File: src/rtl/lsu_axi_pkg.sv
// Shared types and encodings for the LSU-to-AXI4 initiator.
package lsu_axi_pkg;

    typedef enum logic [2:0] {
        StIdle,
        StAr,
        StR,
        StWr,
        StB,
        StResp
    } state_e;

    localparam logic [1:0] AXI_BURST_INCR = 2'b01;
    localparam logic [1:0] AXI_RESP_OKAY  = 2'b00;

    localparam logic [2:0] SZ_B = 3'd0;
    localparam logic [2:0] SZ_H = 3'd1;
    localparam logic [2:0] SZ_W = 3'd2;

endpackage

File: src/rtl/lsu_axi_master_if.sv
// AXI4 read/write channels between the LSU initiator and the crossbar.
interface lsu_axi_master_if #(
    parameter int unsigned ADDR_W = 32,
    parameter int unsigned DATA_W = 32
);

    logic [ADDR_W-1:0]   araddr;
    logic                arvalid;
    logic                arready;
    logic [3:0]          arid;
    logic [7:0]          arlen;
    logic [2:0]          arsize;
    logic [1:0]          arburst;

    logic [DATA_W-1:0]   rdata;
    logic [1:0]          rresp;
    logic                rvalid;
    logic                rlast;
    logic [3:0]          rid;
    logic                rready;

    logic [ADDR_W-1:0]   awaddr;
    logic                awvalid;
    logic                awready;
    logic [3:0]          awid;
    logic [7:0]          awlen;
    logic [2:0]          awsize;
    logic [1:0]          awburst;

    logic [DATA_W-1:0]   wdata;
    logic [DATA_W/8-1:0] wstrb;
    logic                wvalid;
    logic                wlast;
    logic                wready;

    logic [1:0]          bresp;
    logic                bvalid;
    logic [3:0]          bid;
    logic                bready;

    modport master (
        output araddr, arvalid, arid, arlen, arsize, arburst, rready,
        output awaddr, awvalid, awid, awlen, awsize, awburst,
        output wdata, wstrb, wvalid, wlast, bready,
        input  arready, rdata, rresp, rvalid, rlast, rid,
        input  awready, wready, bresp, bvalid, bid
    );

    modport slave (
        input  araddr, arvalid, arid, arlen, arsize, arburst, rready,
        input  awaddr, awvalid, awid, awlen, awsize, awburst,
        input  wdata, wstrb, wvalid, wlast, bready,
        output arready, rdata, rresp, rvalid, rlast, rid,
        output awready, wready, bresp, bvalid, bid
    );

endinterface

File: src/rtl/lsu_load_align.sv
// Combinational load-data aligner: shifts the addressed lane down and
// sign/zero-extends to 32 bits according to access size.
module lsu_load_align
    import lsu_axi_pkg::*;
(
    input  logic [31:0] rdata,
    input  logic [1:0]  addr_lo,
    input  logic [2:0]  size,
    input  logic        uns,
    output logic [31:0] rsp_rdata
);

    logic [31:0] shifted;

    always_comb begin
        shifted   = rdata >> {addr_lo, 3'b000};
        rsp_rdata = shifted;
        case (size)
            SZ_B:    rsp_rdata = uns ? {24'd0, shifted[7:0]}
                                     : {{24{shifted[7]}}, shifted[7:0]};
            SZ_H:    rsp_rdata = uns ? {16'd0, shifted[15:0]}
                                     : {{16{shifted[15]}}, shifted[15:0]};
            SZ_W:    rsp_rdata = shifted;
            // Misaligned or oversized accesses pass the shifted word through.
            default: rsp_rdata = shifted;
        endcase
    end

endmodule

File: src/rtl/lsu_axi_master.sv
// Single-outstanding LSU request to single-beat AXI4 read/write initiator,
// with load-data alignment and a one-cycle response pulse.
module lsu_axi_master
    import lsu_axi_pkg::*;
#(
    parameter logic [3:0]  AXI_ID = 4'd1,
    parameter int unsigned ADDR_W = 32,
    parameter int unsigned DATA_W = 32
) (
    input  logic                clock,
    input  logic                reset,

    input  logic                req_valid,
    output logic                req_ready,
    input  logic                req_wen,
    input  logic [ADDR_W-1:0]   req_addr,
    input  logic [DATA_W-1:0]   req_wdata,
    input  logic [DATA_W/8-1:0] req_wstrb,
    input  logic [2:0]          req_size,
    input  logic                req_unsigned,

    output logic                rsp_valid,
    output logic [DATA_W-1:0]   rsp_rdata,
    output logic                rsp_err,

    lsu_axi_master_if.master    axi
);

    state_e              state_q, state_d;
    logic [ADDR_W-1:0]   addr_q, addr_d;
    logic [DATA_W-1:0]   wdata_q, wdata_d;
    logic [DATA_W/8-1:0] wstrb_q, wstrb_d;
    logic [2:0]          size_q, size_d;
    logic                uns_q, uns_d;
    logic                aw_done_q, aw_done_d;
    logic                w_done_q, w_done_d;
    logic [DATA_W-1:0]   rdata_q, rdata_d;
    logic                err_q, err_d;
    logic [31:0]         load_data;

    lsu_load_align u_align (
        .rdata     (axi.rdata),
        .addr_lo   (addr_q[1:0]),
        .size      (size_q),
        .uns       (uns_q),
        .rsp_rdata (load_data)
    );

    always_comb begin
        state_d   = state_q;
        addr_d    = addr_q;
        wdata_d   = wdata_q;
        wstrb_d   = wstrb_q;
        size_d    = size_q;
        uns_d     = uns_q;
        aw_done_d = aw_done_q;
        w_done_d  = w_done_q;
        rdata_d   = rdata_q;
        err_d     = err_q;

        unique case (state_q)
            StIdle: begin
                if (req_valid && req_ready) begin
                    addr_d    = req_addr;
                    wdata_d   = req_wdata;
                    wstrb_d   = req_wstrb;
                    size_d    = req_size;
                    uns_d     = req_unsigned;
                    aw_done_d = 1'b0;
                    w_done_d  = 1'b0;
                    state_d   = req_wen ? StWr : StAr;
                end
            end
            StAr: begin
                if (axi.arready) state_d = StR;
            end
            StR: begin
                if (axi.rvalid) begin
                    rdata_d = load_data;
                    err_d   = (axi.rresp != AXI_RESP_OKAY) | ~axi.rlast | (axi.rid != AXI_ID);
                    state_d = StResp;
                end
            end
            StWr: begin
                // AW and W complete independently, in either order or together.
                aw_done_d = aw_done_q | axi.awready;
                w_done_d  = w_done_q | axi.wready;
                if (aw_done_d && w_done_d) state_d = StB;
            end
            StB: begin
                if (axi.bvalid) begin
                    rdata_d = '0;
                    err_d   = (axi.bresp != AXI_RESP_OKAY) | (axi.bid != AXI_ID);
                    state_d = StResp;
                end
            end
            StResp: state_d = StIdle;
            default: state_d = StIdle;
        endcase
    end

    always_ff @(posedge clock) begin
        if (reset) begin
            state_q   <= StIdle;
            addr_q    <= '0;
            wdata_q   <= '0;
            wstrb_q   <= '0;
            size_q    <= '0;
            uns_q     <= 1'b0;
            aw_done_q <= 1'b0;
            w_done_q  <= 1'b0;
            rdata_q   <= '0;
            err_q     <= 1'b0;
        end else begin
            state_q   <= state_d;
            addr_q    <= addr_d;
            wdata_q   <= wdata_d;
            wstrb_q   <= wstrb_d;
            size_q    <= size_d;
            uns_q     <= uns_d;
            aw_done_q <= aw_done_d;
            w_done_q  <= w_done_d;
            rdata_q   <= rdata_d;
            err_q     <= err_d;
        end
    end

    // Held low during reset so every non-constant output reads 0.
    assign req_ready = (state_q == StIdle) & ~reset;
    assign rsp_valid = (state_q == StResp);
    assign rsp_err   = (state_q == StResp) & err_q;
    assign rsp_rdata = rdata_q;

    assign axi.araddr  = addr_q;
    assign axi.arvalid = (state_q == StAr);
    assign axi.arid    = AXI_ID;
    assign axi.arlen   = 8'd0;
    assign axi.arsize  = size_q;
    assign axi.arburst = AXI_BURST_INCR;
    assign axi.rready  = (state_q == StR);

    assign axi.awaddr  = addr_q;
    assign axi.awvalid = (state_q == StWr) & ~aw_done_q;
    assign axi.awid    = AXI_ID;
    assign axi.awlen   = 8'd0;
    assign axi.awsize  = size_q;
    assign axi.awburst = AXI_BURST_INCR;

    assign axi.wdata   = wdata_q;
    assign axi.wstrb   = wstrb_q;
    assign axi.wvalid  = (state_q == StWr) & ~w_done_q;
    assign axi.wlast   = axi.wvalid;
    assign axi.bready  = (state_q == StB);

endmodule

File: src/flat_wrapper.sv
// flat-port wrapper written by rule: the top's interface ports become plain ports
module lsu_axi_master_flat import lsu_axi_pkg::*;
#(
    parameter logic [3:0]  AXI_ID = 4'd1,
    parameter int unsigned ADDR_W = 32,
    parameter int unsigned DATA_W = 32
)
  (clock, reset, req_valid, req_ready, req_wen, req_addr, req_wdata, req_wstrb, req_size, req_unsigned, rsp_valid, rsp_rdata, rsp_err, axi_araddr, axi_arvalid, axi_arid, axi_arlen, axi_arsize, axi_arburst, axi_rready, axi_awaddr, axi_awvalid, axi_awid, axi_awlen, axi_awsize, axi_awburst, axi_wdata, axi_wstrb, axi_wvalid, axi_wlast, axi_bready, axi_arready, axi_rdata, axi_rresp, axi_rvalid, axi_rlast, axi_rid, axi_awready, axi_wready, axi_bresp, axi_bvalid, axi_bid);
  lsu_axi_master_if #(.ADDR_W(ADDR_W), .DATA_W(DATA_W)) axi_i ();
  input  logic clock;
  input  logic reset;
  input  logic req_valid;
  output logic req_ready;
  input  logic req_wen;
  input  logic [ADDR_W-1:0] req_addr;
  input  logic [DATA_W-1:0] req_wdata;
  input  logic [DATA_W/8-1:0] req_wstrb;
  input  logic [2:0] req_size;
  input  logic req_unsigned;
  output logic rsp_valid;
  output logic [DATA_W-1:0] rsp_rdata;
  output logic rsp_err;
  output wire logic [$bits(axi_i.araddr)-1:0] axi_araddr;
  output wire logic [$bits(axi_i.arvalid)-1:0] axi_arvalid;
  output wire logic [$bits(axi_i.arid)-1:0] axi_arid;
  output wire logic [$bits(axi_i.arlen)-1:0] axi_arlen;
  output wire logic [$bits(axi_i.arsize)-1:0] axi_arsize;
  output wire logic [$bits(axi_i.arburst)-1:0] axi_arburst;
  output wire logic [$bits(axi_i.rready)-1:0] axi_rready;
  output wire logic [$bits(axi_i.awaddr)-1:0] axi_awaddr;
  output wire logic [$bits(axi_i.awvalid)-1:0] axi_awvalid;
  output wire logic [$bits(axi_i.awid)-1:0] axi_awid;
  output wire logic [$bits(axi_i.awlen)-1:0] axi_awlen;
  output wire logic [$bits(axi_i.awsize)-1:0] axi_awsize;
  output wire logic [$bits(axi_i.awburst)-1:0] axi_awburst;
  output wire logic [$bits(axi_i.wdata)-1:0] axi_wdata;
  output wire logic [$bits(axi_i.wstrb)-1:0] axi_wstrb;
  output wire logic [$bits(axi_i.wvalid)-1:0] axi_wvalid;
  output wire logic [$bits(axi_i.wlast)-1:0] axi_wlast;
  output wire logic [$bits(axi_i.bready)-1:0] axi_bready;
  input wire logic [$bits(axi_i.arready)-1:0] axi_arready;
  input wire logic [$bits(axi_i.rdata)-1:0] axi_rdata;
  input wire logic [$bits(axi_i.rresp)-1:0] axi_rresp;
  input wire logic [$bits(axi_i.rvalid)-1:0] axi_rvalid;
  input wire logic [$bits(axi_i.rlast)-1:0] axi_rlast;
  input wire logic [$bits(axi_i.rid)-1:0] axi_rid;
  input wire logic [$bits(axi_i.awready)-1:0] axi_awready;
  input wire logic [$bits(axi_i.wready)-1:0] axi_wready;
  input wire logic [$bits(axi_i.bresp)-1:0] axi_bresp;
  input wire logic [$bits(axi_i.bvalid)-1:0] axi_bvalid;
  input wire logic [$bits(axi_i.bid)-1:0] axi_bid;
  assign axi_araddr = axi_i.araddr;
  assign axi_arvalid = axi_i.arvalid;
  assign axi_arid = axi_i.arid;
  assign axi_arlen = axi_i.arlen;
  assign axi_arsize = axi_i.arsize;
  assign axi_arburst = axi_i.arburst;
  assign axi_rready = axi_i.rready;
  assign axi_awaddr = axi_i.awaddr;
  assign axi_awvalid = axi_i.awvalid;
  assign axi_awid = axi_i.awid;
  assign axi_awlen = axi_i.awlen;
  assign axi_awsize = axi_i.awsize;
  assign axi_awburst = axi_i.awburst;
  assign axi_wdata = axi_i.wdata;
  assign axi_wstrb = axi_i.wstrb;
  assign axi_wvalid = axi_i.wvalid;
  assign axi_wlast = axi_i.wlast;
  assign axi_bready = axi_i.bready;
  assign axi_i.arready = axi_arready;
  assign axi_i.rdata = axi_rdata;
  assign axi_i.rresp = axi_rresp;
  assign axi_i.rvalid = axi_rvalid;
  assign axi_i.rlast = axi_rlast;
  assign axi_i.rid = axi_rid;
  assign axi_i.awready = axi_awready;
  assign axi_i.wready = axi_wready;
  assign axi_i.bresp = axi_bresp;
  assign axi_i.bvalid = axi_bvalid;
  assign axi_i.bid = axi_bid;
  lsu_axi_master #(.AXI_ID(AXI_ID), .ADDR_W(ADDR_W), .DATA_W(DATA_W)) u_core (.clock(clock), .reset(reset), .req_valid(req_valid), .req_ready(req_ready), .req_wen(req_wen), .req_addr(req_addr), .req_wdata(req_wdata), .req_wstrb(req_wstrb), .req_size(req_size), .req_unsigned(req_unsigned), .rsp_valid(rsp_valid), .rsp_rdata(rsp_rdata), .rsp_err(rsp_err), .axi(axi_i));
endmodule
File: config.mk
export PLATFORM = sky130hd
export DESIGN_NAME = lsu_axi_master_flat
export DESIGN_NICKNAME = d
export VERILOG_FILES = /design/src/rtl/lsu_axi_pkg.sv /design/src/rtl/lsu_axi_master_if.sv /design/src/rtl/lsu_load_align.sv /design/src/rtl/lsu_axi_master.sv /design/src/flat_wrapper.sv
export SDC_FILE = /design/constraint.sdc
export NUM_CORES = 1
export LEC_CHECK = 0
export BUFFER_PORTS_ARGS = -buffer_cell sky130_fd_sc_hd__buf_2
export CAP_MARGIN = 0
export CORE_MARGIN = 5
export CORE_UTILIZATION = 35
export DETAILED_ROUTE_END_ITERATION = 6
export PLACE_DENSITY = 0.66
export SYNTH_ARGS = -nofsm -noshare
export SYNTH_HDL_FRONTEND = slang
export SYNTH_SLANG_ARGS = --single-unit
File: constraint.sdc
create_clock -name clock -period 2.8 [get_ports clock]
set_input_delay 0.28 -clock clock [delete_from_list [all_inputs] [get_ports clock]]
set_output_delay 0.28 -clock clock [all_outputs]
set_load 0.005 [all_outputs]
* After elaboration in Yosys (flattened, before gate mapping)
Index checks and enable logic that the tools add are counted.
Word-level totals: flip-flop bits (word level) 110, input port bits 126, word-level logic and storage cells 68
Cells by class: eq/ne operators 13, shifts and indexed selects 1, multiplexer cells 19, bitwise logic cells 13, reductions and logical operators 12
Operator list (count):
- 32-bit 2-to-1 mux | 4
- 32-bit case mux with 2 select lines | 2
- 32-bit by 5-bit right shift with 32-bit output | 1
- 3-bit 2-to-1 mux | 5
- 3-bit case mux with 5 select lines | 1
- 2-bit by 1-bit != test with 1-bit output (second input constant) | 5
- 4-bit by 1-bit != test with 1-bit output (second input constant) | 2
- 2-bit nonzero test | 4
- 3-bit by 1-bit equality test with 1-bit output (second input constant) | 2
- 3-bit by 2-bit equality test with 1-bit output (second input constant) | 2
- 3-bit equality test (second input constant) | 2
- 3-bit logical NOT | 2
- 1-bit case mux with 2 select lines | 3
- 1-bit OR | 5
- 5-bit AND reduction | 1
- 1-bit AND | 4
- 1-bit inverter | 4
- 2-bit AND reduction | 2
- 1-bit 2-to-1 mux | 3
- 3-bit AND reduction | 1
- 1-bit logical AND | 2
- 2-bit 2-to-1 mux | 1

* Logic depth before layout (Yosys ltp)
Gate-level depths: netlist of run 1.
depth in word-level cells 5, mapped depth 7, depth with buffers taken out 4

* Modules after synthesis
Synthesis of run 1 repeated with hierarchy kept, for this count alone.
Unflattened totals: cells, all modules 680, area total of the unflattened synthesis 5537.8 µm²
Modules (own cells, without submodules):
- lsu_axi_master | times used 1, cells an instance 578, area an instance 4765.8 µm², seq. area each 2202.1 µm²
- lsu_load_align | times used 1, cells an instance 102, area an instance 772.0 µm², seq. area each 0.0 µm²

* Worst setup path after synthesis of run 1
No wires, ideal clock.
kind reg-to-reg, from register u_core.addr_q[1], in the netlist u_core.axi.araddr[1], to register u_core.rdata_q[17], in the netlist u_core.rsp_rdata[17], data arrival time 1.475 ns, data required time 2.683 ns, slack 1.207 ns, cell stages (with the launch flop) 8, buffers on the path 3, cell sequence dfxtp_1 buf_6 mux2_1 a221oi_1 or4_1 buf_2 buf_6 nand2_1
On the way: cells in the longest elaborated chain, start to end 5, elaborated cells between the ends (all ways) 6
RTL lines:
- start: declaration | RTL line lsu_axi_master.sv:30 | logic [ADDR_W-1:0] addr_q, addr_d;
- start signal: assignment | RTL line lsu_axi_master.sv:116 | addr_q <= addr_d;
- 32-bit by 5-bit right shift with 32-bit output (*) | RTL line lsu_load_align.sv:16 | shifted = rdata >> {addr_lo, 3'b000};
- 32-bit 2-to-1 mux, on equally long branches | RTL line lsu_load_align.sv:21, lsu_load_align.sv:19
- 32-bit case mux with 2 select lines (*) | RTL line lsu_load_align.sv:18 | case (size)
- 32-bit 2-to-1 mux (*) | RTL line lsu_axi_master.sv:78 | if (axi.rvalid) begin
- 32-bit case mux with 2 select lines (*) | RTL line lsu_axi_master.sv:61 | unique case (state_q)
- end signal: assignment | RTL line lsu_axi_master.sv:123 | rdata_q <= rdata_d;
- end: declaration | RTL line lsu_axi_master.sv:37 | logic [DATA_W-1:0] rdata_q, rdata_d;
Mark *: on every way between the ends. The rest lies on a longest branch, timed or not. The select of a mux whose other input is x is not followed. A chain may end at the register's enable or synchronous reset.

* Worst setup path in the final report of run 1
from register u_core.addr_q[1], in the netlist u_core.axi.araddr[1], to register u_core.rdata_q[16], in the netlist u_core.rsp_rdata[16]
The elaborated chain is that of the path after synthesis.

==> summary.md, run 1 <==
| Metric | Value |
|---|---|
| Status | complete, no violations |
| Startpoint types | flip-flop |
| Core area | 14600 um^2 |
| Die Y | 132 um |
| Fmax | 493 MHz |
| EDFF count, synth | 0 |
| Post-cts sizing count | 0 |
| R2r endpoint | u_core.rsp_rdata[16] |
| Slew HR | 0.450 |
| Root Driver | clkbuf_16 |
| Post-Syn Area | 5230 um^2 |
| Port Buf Inserts | 272 |
| Post-DP HPWL | 11700 um |
| Met2 WL | 7870 um |
| Routability Congestion | 0.788 |
| Starting DRT DRC Count | 177 |
| Worst EP required | 3.01 ns |
| Initial core utilization | 0.359 |
| Antenna violations before repair | 0 |
| Setup TNS Final | 0 ns |
| Fin util | 0.454 |
| Setup Viol. Count Final | 0 |
| Die Footprint | 17500 um^2 |
| Setup Skew | 0.0116 ns |
| Max clock buf depth | 2 |
| Grt total ovfl | 0 |
| Via-per-instance ratio | 4.75 |
| FF+latch count, synth | 110 |
| H-tree Lvls | 3 |
| Site Rows | 44 |
| Worst endpoint data arrival time | 2.24 ns |
| Pins Over Slew Limit | 0 |
| Total Routing Usage GR | 0.175 |
| DRC Markers | 0 |
| WL/cell | 15.7 um |
| Post-synth ARST share | 0 |
| Net count, final | 953 |
| Hold buffers post-CTS | 0 |
| Final Hold Fails | 0 |
| YS warnings | 0 |
| Diodes inserted | 0 |
| Worst r2r src | u_core.axi.araddr[1] |
| FF-to-FF setup slack | 0.77 ns |
| Clock transition at path regs | 0.08 ns |
| TritonCTS clock tree | yes |
| Worst hold start | req_addr[20] |
| Routed vias | 4821 |
| Gate Count Post-Synth | 615 |
| LEAKAGE | 3.66 nW |
| Main synth FF type | dfxtp_1 |
| Distinct cells, synth | 50 |
| Vias in the first global route | 4718 |
| Total Power | 5.09 mW |
| Routed length on met3 | 1580 um |
| Post-route minimum period | 2.03 ns |
| Die W | 132 um |
| CP Max Fanout | 16 |
| First-pass GRT wire length | 25300 um |
| Cts bufs inserted | 9 |
| Average cell area after synthesis | 8.51 um^2 |
| Setup crit end kind | flip-flop |
| DRT met1 WL | 6390 um |
| Fin worst setup slack | 0.772 ns |
| Hold path cells | 3 |
| Hold Path Class | primary input to flip-flop |
| Register area share after synthesis | 0.421 |
| Largest net degree at the start of global routing | 73 |
| Pwr Density | 768 nW/um^2 |
| First drt pass iteration count | 4 |
| Fillcell total | 1505 |
| Final Cycle Share | 0.724 |
| Postcts setup bufs | 0 |
| Worst Max-Slew Pin Slew | 0.818 ns |
| P&R area growth vs syn | 26.6% |
| Layout cells sized above 1 | 0.388 |
| I/O pins | 301 |
| Hold Path Sink | u_core.axi.araddr[20] |
| RSZ-0062 raised after global routing | no |
| Cell depth of the worst flop-to-flop path | 4 |
| Max-Cap Viols | 0 |
| Latest clock arrival within the worst-skew pair | 0.35 ns |
| Worst IR Drop VDD | 567 uV |
| Crit path kind | flip-flop to flip-flop |
| Top layer in use | met4 |
| WL final | 16000 um |
| # clock sinks | 110 |
| Post-Place Setup Slack | 0.768 ns |
| Antenna-violating nets left | 0 |
## area by class of cell
class                   instances  area [um^2]  area share
inverters                       3         11.3     0.00170
repair buffers                280         1450       0.218
clock buffers                  10          239      0.0361
flip-flops and latches        110         2200       0.332
well taps                     184          230      0.0347
multi-input cells             423         2420       0.365
clock inverters                 6         80.1      0.0121
## flip-flops by register name, summed over array words and instances (netlist names)
signal and flops:
u_core.axi.araddr 32, u_core.axi.wdata 32, u_core.rsp_rdata 32, u_core.axi.wstrb 4, u_core.axi.arsize 3, u_core.state_q 3
u_core.aw_done_q 1, u_core.err_q 1, u_core.uns_q 1, u_core.w_done_q 1
## cell families after synthesis
group           after synthesis  share of synthesized area
other cells                   2                    0.00144
buf+inv                     108                      0.137
simple gates                315                      0.312
xor+xnor                      1                    0.00167
mux                          18                     0.0376
compound gates               61                     0.0895
flops                       110                      0.421
## layer usage
| layer | track usage | vias to the layer above |
|---|---|---|
| met3 | 0.0767 | 10 |
| met5 | 0 | - |
| li1 | - | 2398 |
| met2 | 0.298 | 197 |
| met4 | 0.0334 | 0 |
| met1 | 0.206 | 2216 |
## metrics by stage
stage	hold slack [ns]	cell area, um^2	cells
after CTS	0.0807	6630	1016
after detailed placement	0.458	6310	1000
after floorplan	0.379	5330	641
final	0.103	6630	1016
after global routing	0.0863	6630	1016
after global placement	0.457	6310	1000
## Yosys cell counts (3+ instances only)
cell type  instances  share of area
a211o_1           16          0.027
a211oi_1           3         0.0043
a21oi_1            8         0.0077
a22oi_1           19          0.027
a32oi_1            7          0.012
and2_1             3         0.0036
buf_2             13          0.012
buf_4             72           0.10
buf_6              3         0.0065
clkbuf_1          17          0.012
dfxtp_1          110           0.42
inv_1              3         0.0022
mux2_2             8          0.017
mux2i_1            8          0.015
nand2_1          176           0.13
nand3b_1          75           0.11
nor2_1            16          0.011
nor2b_1            8         0.0096
nor3_1             3         0.0029
or2_2              7         0.0084
or3_1              3         0.0036
## power by group
group	internal, mW	leakage, nW	switching [mW]
combinational	0.733	2.60	0.827
clock	0.736	0.158	0.617
sequential	1.90	0.900	0.273
## critical path, cell delays in order, from the launching register on
cell	delay (ns)
dfxtp_1	0.66
mux2_1	0.40
a221oi_1	0.23
or4_1	0.48
nand2_1	0.11
## layout by cell type (no fill, tap or decap), types with 7 or more instances in the layout
| cell | count |
|---|---|
| or2_2 | 7 |
| mux2_2 | 8 |
| a211o_1 | 16 |
| clkbuf_16 | 9 |
| mux2i_1 | 8 |
| a21oi_1 | 8 |
| nor2b_1 | 8 |
| buf_2 | 272 |
| nor2_1 | 16 |
| nand2_1 | 175 |
| dfxtp_1 | 110 |
| nand3b_1 | 75 |
| conb_1 | 28 |
| a32oi_1 | 7 |
| a22oi_1 | 19 |
## how the worst max path moves through the flow
stage | depth (start not counted) | start | slack (ns) | end
2_1_floorplan | 7 | u_core.axi.araddr[1] | 1.21 | u_core.rsp_rdata[17]
3_3_place_gp | 4 | u_core.axi.araddr[1] | 0.79 | u_core.rsp_rdata[16]
3_5_place_dp | 4 | u_core.axi.araddr[1] | 0.77 | u_core.rsp_rdata[21]
4_1_cts | 4 | u_core.axi.araddr[1] | 0.75 | u_core.rsp_rdata[16]
5_1_grt | 4 | u_core.state_q[1] | 0.55 | u_core.rsp_rdata[15]
6_report | 4 | u_core.axi.araddr[1] | 0.77 | u_core.rsp_rdata[16]
Power figures use the tool's default switching activity.
==> run 2: changes to the inputs <==
--- a/config.mk
+++ b/config.mk
@@ -5,6 +5,7 @@
 export SDC_FILE = /design/constraint.sdc
 export NUM_CORES = 1
 export LEC_CHECK = 0
+export ABC_AREA = 1
 export BUFFER_PORTS_ARGS = -buffer_cell sky130_fd_sc_hd__buf_2
 export CAP_MARGIN = 0
 export CORE_MARGIN = 5
==> constraint.sdc (replaced) <==
create_clock -name clock -period 2 [get_ports clock]
set_input_delay 0.2 -clock clock [delete_from_list [all_inputs] [get_ports clock]]
set_output_delay 0.2 -clock clock [all_outputs]
set_load 0.005 [all_outputs]
==> run 2 against run 1 <==
Effect of this change: utilization down 0.11 points; global-route usage increased by 1.0 points; sequential cell count did not move; critical path depth increased by 1; wire length is 7.0% higher; sequential share of layout area about the same; non-clock buffer count rose by 2; synthesized area up 0.91%; hold slack lost 0.061 ns; cell area increased by 0.13%; synthesized cell count increased by 22%.
==> summary.md, run 2 <==
| Metric | Value |
|---|---|
| Initial core utilization | 0.360 |
| EDFF count, synth | 0 |
| Vias in the first global route | 5059 |
| Post-Syn Area | 5280 um^2 |
| Setup TNS Final | 0 ns |
| H-tree Lvls | 3 |
| Most common cell after layout, fill and taps aside | nand2_1 |
| Pwr Density | 1080 nW/um^2 |
| Post-synth ARST share | 0 |
| Port Buf Inserts | 272 |
| Main synth FF type | dfxtp_1 |
| Net count, final | 1085 |
| Routability Congestion | 0.891 |
| TritonCTS clock tree | yes |
| # clock sinks | 110 |
| Most instantiated cells after synthesis | nand2_1, dfxtp_1, nand3_1, buf_4, a21oi_1 |
| Latest clock arrival within the worst-skew pair | 0.35 ns |
| Antenna-violating nets left | 0 |
| Commonest cells after routing, fill and taps aside | nand2_1, buf_2, dfxtp_1, nand3_1, a21oi_1 |
| Slew HR | 0.657 |
| Total Routing Usage GR | 0.185 |
| Post-route minimum period | 1.80 ns |
| Worst Max-Slew Pin Slew | 0.514 ns |
| Final Hold Fails | 0 |
| Worst endpoint data arrival time | 1.60 ns |
| Setup crit end kind | output port |
| LEAKAGE | 3.71 nW |
| Starting DRT DRC Count | 380 |
| Layout cells sized above 1 | 0.328 |
| WL/cell | 14.9 um |
| FF+latch count, synth | 110 |
| I/O pins | 301 |
| Fmax | 556 MHz |
| Startpoint types | flip-flop |
| Cts bufs inserted | 9 |
| Pins Over Slew Limit | 0 |
| CP Max Fanout | 6 |
| DRC Markers | 0 |
| RSZ-0062 raised after global routing | no |
| Top-count cell post-synth | nand2_1 |
| Status | complete, no violations |
| Max-Cap Viols | 0 |
| Die W | 133 um |
| First-pass GRT wire length | 26400 um |
| Distinct cells, synth | 25 |
| Hold buffers post-CTS | 0 |
| Postcts setup bufs | 0 |
| Hold Path Class | primary input to flip-flop |
| Max clock buf depth | 2 |
| Worst IR Drop VDD | 565 uV |
| Die Y | 133 um |
| Routed vias | 5403 |
| Root Driver | clkbuf_16 |
| Worst EP required | 1.80 ns |
| Synth top area cells | dfxtp_1, nand2_1, buf_4 |
| Clock transition at path regs | 0.08 ns |
| Setup Skew | 0.00948 ns |
| Yosys top cell area share | 0.417 |
| Setup Viol. Count Final | 0 |
| YS warnings | 0 |
| Die Footprint | 17600 um^2 |
| Grt total ovfl | 0 |
| WL final | 17100 um |
| Core area | 14600 um^2 |
| Register area share after synthesis | 0.417 |
| Antenna violations before repair | 1 |
| Largest net degree at the start of global routing | 69 |
| Via-per-instance ratio | 4.71 |
| Top cell type by total area after synthesis | dfxtp_1 |
| Gate Count Post-Synth | 750 |
| Site Rows | 44 |
| Final Cycle Share | 0.899 |
| P&R area growth vs syn | 25.7% |
| Crit path kind | flip-flop to output port |
| Average cell area after synthesis | 7.04 um^2 |
| Post-DP HPWL | 12900 um |
| Post-cts sizing count | 0 |
| Diodes inserted | 0 |
| First drt pass iteration count | 7 |
| Total Power | 7.19 mW |
## run 2: changes by cell type after synthesis, moves of 8 or more
cell and delta:
inv_1 +11, nand3_1 +104, nand2_1 +119, mux2_2 -8, a21oi_1 +48, a22oi_1 -19
mux2i_1 -8, a211o_1 -16, o21ai_0 +9, nand3b_1 -75, nor2b_1 -8
## run 2: per-stage QoR
stage,instances,worst slack (ns),instance area [um^2],hold WS (ns),utilization
2_1_floorplan,776,0.618,5380,0.310,-
3_3_place_gp,1132,0.438,6360,0.394,0.434
3_5_place_dp,1132,0.411,6360,0.398,0.434
4_1_cts,1148,0.179,6630,0.0267,0.453
5_1_grt,1148,0.104,6630,0.0200,0.453
6_report,1148,0.202,6630,0.0422,0.453
## run 2: path summary, 6_finish.rpt
kind | startpoint | to | slack [ns] | cells after the start
max reg2reg | u_core.state_q[1] | u_core.rsp_rdata[13] | 0.43 | 9
max | u_core.state_q[0] | axi_wlast | 0.20 | 5
min | req_addr[10] | u_core.axi.araddr[10] | 0.04 | 3
min reg2reg | u_core.rsp_rdata[22] | u_core.rsp_rdata[22] | 0.46 | 2
## run 2: cells by family after synthesis
family | Yosys count | share of synthesized area
other | 2 | 0.00142
buffers and inverters | 129 | 0.153
AO/OA/AOI/OAI | 74 | 0.0742
flip-flops | 110 | 0.417
AND/OR/NAND/NOR | 435 | 0.355
## run 2: area by class of cell
class | instances | area (um^2)
fillers | 1585 | 8010
multi-input cells | 537 | 2370
flip-flops and latches | 110 | 2200
repair buffers | 282 | 1490
well taps | 184 | 230
clock buffers | 10 | 229
inverters | 19 | 72.6
clock inverters | 6 | 45.0
## run 2: metal layers
metal	track usage	wire length (um)	vias up
met5	0	13	-
met4	0.0479	230	2
met3	0.0699	1670	17
met2	0.323	8580	230
met1	0.213	6600	2422
li1	-	-	2732
## run 2: critical path: stages (launching register included)
cell     delay, ns
dfxtp_1       0.47
inv_1         0.16
nor2_1        0.21
inv_1         0.08
nor2_1        0.19
buf_2         0.16
## run 2: report_power, final
part	switching, mW	internal [mW]	total, mW	leakage, nW
Clock	0.845	0.856	1.70	0.131
Combinational	1.56	1.01	2.57	2.68
Sequential	0.296	2.62	2.92	0.898
==> run 3: changes to the inputs <==
--- a/config.mk
+++ b/config.mk
@@ -11,7 +11,8 @@
 export CORE_MARGIN = 5
 export CORE_UTILIZATION = 35
 export DETAILED_ROUTE_END_ITERATION = 6
-export PLACE_DENSITY = 0.66
+export PLACE_DENSITY = 0.65
 export SYNTH_ARGS = -nofsm -noshare
 export SYNTH_HDL_FRONTEND = slang
+export SYNTH_HIERARCHICAL = 1
 export SYNTH_SLANG_ARGS = --single-unit
==> run 3 against run 2 <==
Effect of this change: global-route usage shrank 0.37 points; register-to-register slack lost 0.13 ns; cell count grew 4.2%; utilization shrank 1.7 points; cell area grew 3.2%; hold slack lost 0.013 ns; sequential share of layout area shrank 1.0 points; synthesized area grew 4.9%; maximum frequency grew 6.0%; sequential cell count is the same; clock skew grew 0.0026 ns; synthesized cell count grew 2.4%; critical path type is now flip-flop to flip-flop; critical endpoint is now u_core/rsp_rdata[29]; largest power group is now combinational logic.
==> summary.md, run 3 <==
| Metric | Value |
|---|---|
| Die Footprint | 18400 um^2 |
| Setup Skew | 0.0121 ns |
| WL final | 17400 um |
| Hold buffers post-CTS | 0 |
| Max clock buf depth | 2 |
| Top cell type by total area after synthesis | dfxtp_1 |
| Antenna-violating nets left | 0 |
| First drt pass iteration count | 5 |
| Setup crit end kind | flip-flop |
| WL/cell | 14.6 um |
| Largest net degree at the start of global routing | 76 |
| Startpoint types | flip-flop |
| CP Max Fanout | 24 |
| Via-per-instance ratio | 4.68 |
| Root Driver | clkbuf_16 |
| I/O pins | 301 |
| Setup TNS Final | 0 ns |
| Die Y | 136 um |
| Synth top area cells | dfxtp_1, nand2_1, nand3_1 |
| Main synth FF type | dfxtp_1 |
| P&R area growth vs syn | 23.7% |
| Post-DP HPWL | 12900 um |
| Net count, final | 1102 |
| Site Rows | 46 |
| Setup Viol. Count Final | 0 |
| Antenna violations before repair | 2 |
| Cts bufs inserted | 9 |
| Core area | 15700 um^2 |
| Register area share after synthesis | 0.398 |
| # clock sinks | 110 |
| Clk pwr share | 0.216 |
| Post-route minimum period | 1.70 ns |
| Post-synth ARST share | 0 |
| Latest clock arrival within the worst-skew pair | 0.36 ns |
| Final Hold Fails | 0 |
| Grt total ovfl | 0 |
| Worst Max-Slew Pin Slew | 0.648 ns |
| Starting DRT DRC Count | 370 |
| LEAKAGE | 3.74 nW |
| Total Routing Usage GR | 0.181 |
| YS warnings | 6 |
| Yosys top cell area share | 0.398 |
| Top-count cell post-synth | nand2_1 |
| Hold Path Class | primary input to flip-flop |
| Vias in the first global route | 5202 |
| Worst IR Drop VDD | 524 uV |
| TritonCTS clock tree | yes |
| Die W | 136 um |
| Hold path cells | 3 |
| FF-to-FF setup slack | 0.30 ns |
| First-pass GRT wire length | 26800 um |
| Total Power | 8.11 mW |
| Worst r2r src | u_core/axi.arsize[2] |
| R2r endpoint | u_core/rsp_rdata[29] |
| Slew HR | 0.568 |
| Layout cells sized above 1 | 0.333 |
| Worst EP required | 2.28 ns |
| H-tree Lvls | 3 |
| Diodes inserted | 0 |
| Most common cell after layout, fill and taps aside | buf_2 |
| FF+latch count, synth | 110 |
| Average cell area after synthesis | 7.21 um^2 |
| EDFF count, synth | 0 |
| Distinct cells, synth | 31 |
| Port Buf Inserts | 272 |
| Status | complete, no violations |
| Crit path kind | flip-flop to flip-flop |
| Cell depth of the worst flop-to-flop path | 8 |
| Sw Pwr | 3.18 mW |
| DRC Markers | 0 |
| RSZ-0062 raised after global routing | no |
| Combinational power share | 0.399 |
| Fillcell total | 1637 |
| Clock transition at path regs | 0.08 ns |
| Postcts setup bufs | 0 |
| Initial core utilization | 0.352 |
| Switching share of total power | 0.391 |
| Internal power | 4.94 mW |
| Fmax | 589 MHz |
| Most instantiated cells after synthesis | nand2_1, nand3_1, dfxtp_1, buf_4, a21oi_1 |
| Final Cycle Share | 0.848 |
| Post-Syn Area | 5540 um^2 |
| Pins Over Slew Limit | 0 |
| Max-Cap Viols | 0 |
| Worst hold start | req_addr[5] |
| Routed vias | 5593 |
| Commonest cells after routing, fill and taps aside | buf_2, nand2_1, nand3_1, dfxtp_1, a21oi_1 |
| Hold Path Sink | u_core/axi.araddr[5] |
| Routability Congestion | 0.864 |
| Gate Count Post-Synth | 768 |
| Pwr Density | 1190 nW/um^2 |
| Reg power frac | 0.386 |
| Worst endpoint data arrival time | 1.98 ns |
-- run 3: cell types whose count changed after synthesis, sizes merged, moves of 4 or more --
| cell | previous run | this run |
|---|---|---|
| or2 | 0 | 5 |
| buf | 100 | 108 |
| a22oi | 0 | 7 |
| nand3b | 0 | 4 |
| nand2 | 300 | 259 |
| nor2 | 19 | 27 |
| inv | 18 | 27 |
| nand3 | 108 | 145 |
| a21oi | 56 | 44 |
-- run 3: logic make-up after synthesis --
family	count (synthesis)	synth area share
other	2	0.00136
buffers and inverters	143	0.175
and+or+nand+nor	446	0.358
DFF	110	0.398
AOI/OAI and AO/OA	67	0.0676
-- run 3: per-stage QoR --
stage / hold slack [ns] / util / std cells / cell area (um^2) / setup slack [ns]
after global routing: 0.0239 / 0.436 / 1196 / 6850 / 0.137
final: 0.0287 / 0.436 / 1196 / 6850 / 0.303
after CTS: 0.0160 / 0.435 / 1196 / 6840 / 0.125
after floorplan: 0.310 / - / 794 / 5630 / 0.685
after global placement: 0.394 / 0.418 / 1181 / 6560 / 0.212
after detailed placement: 0.398 / 0.418 / 1181 / 6560 / 0.151
-- run 3: final cells by class --
class	count	area, um^2	share of cell area
flip-flops and latches	110	2200	0.322
inverters	27	104	0.0152
well taps	216	270	0.0395
multi-input cells	541	2470	0.360
clock inverters	6	53.8	0.00786
repair buffers	287	1520	0.223
clock buffers	9	225	0.0329
-- run 3: worst max path at each step --
stage                              start                   end  slack (ns)  depth (start not counted)
finish              u_core/axi.arsize[2]  u_core/rsp_rdata[29]        0.30                          8
global route           u_core/state_q[2]     u_core/state_q[1]        0.14                         10
CTS                 u_core/axi.arsize[1]  u_core/rsp_rdata[16]        0.13                          6
detailed placement  u_core/axi.arsize[1]  u_core/rsp_rdata[16]        0.15                          6
global placement    u_core/axi.arsize[1]  u_core/rsp_rdata[18]        0.21                          6
floorplan           u_core/axi.arsize[2]  u_core/rsp_rdata[20]        0.69                          7
-- run 3: worst max-delay path, stage by stage (launching register included) --
cell and delay, ns:
dfxtp_1 0.31, buf_4 0.15, inv_1 0.05, nand2_1 0.04, nor2_1 0.22, nand4_4 0.39
nand3_1 0.22, nand3_1 0.09, a21oi_1 0.14
-- run 3: repair_timing --
item                                    CTS  global route
endpoints found under the setup margin    0            14
hold endpoints to repair                  0             0
resized for setup                         0             3
-- run 3: routing by layer --
layer | global-route usage | vias up | share of wire
met4 | 0.0532 | 4 | 0.014
met2 | 0.319 | 230 | 0.50
li1 | - | 2804 | -
met1 | 0.211 | 2532 | 0.38
met3 | 0.0568 | 23 | 0.097
met5 | 0 | - | 0.0015
-- run 3: power by group through the flow --
stage          clock network (mW)  registers (mW)  logic (mW)
2_1_floorplan                   0            3.14        2.36
3_3_place_gp                    0            3.17        3.25
3_5_place_dp                    0            3.17        3.27
4_1_cts                      1.80            3.13        3.27
5_1_grt                      1.87            3.21        3.65
6_report                     1.75            3.13        3.23
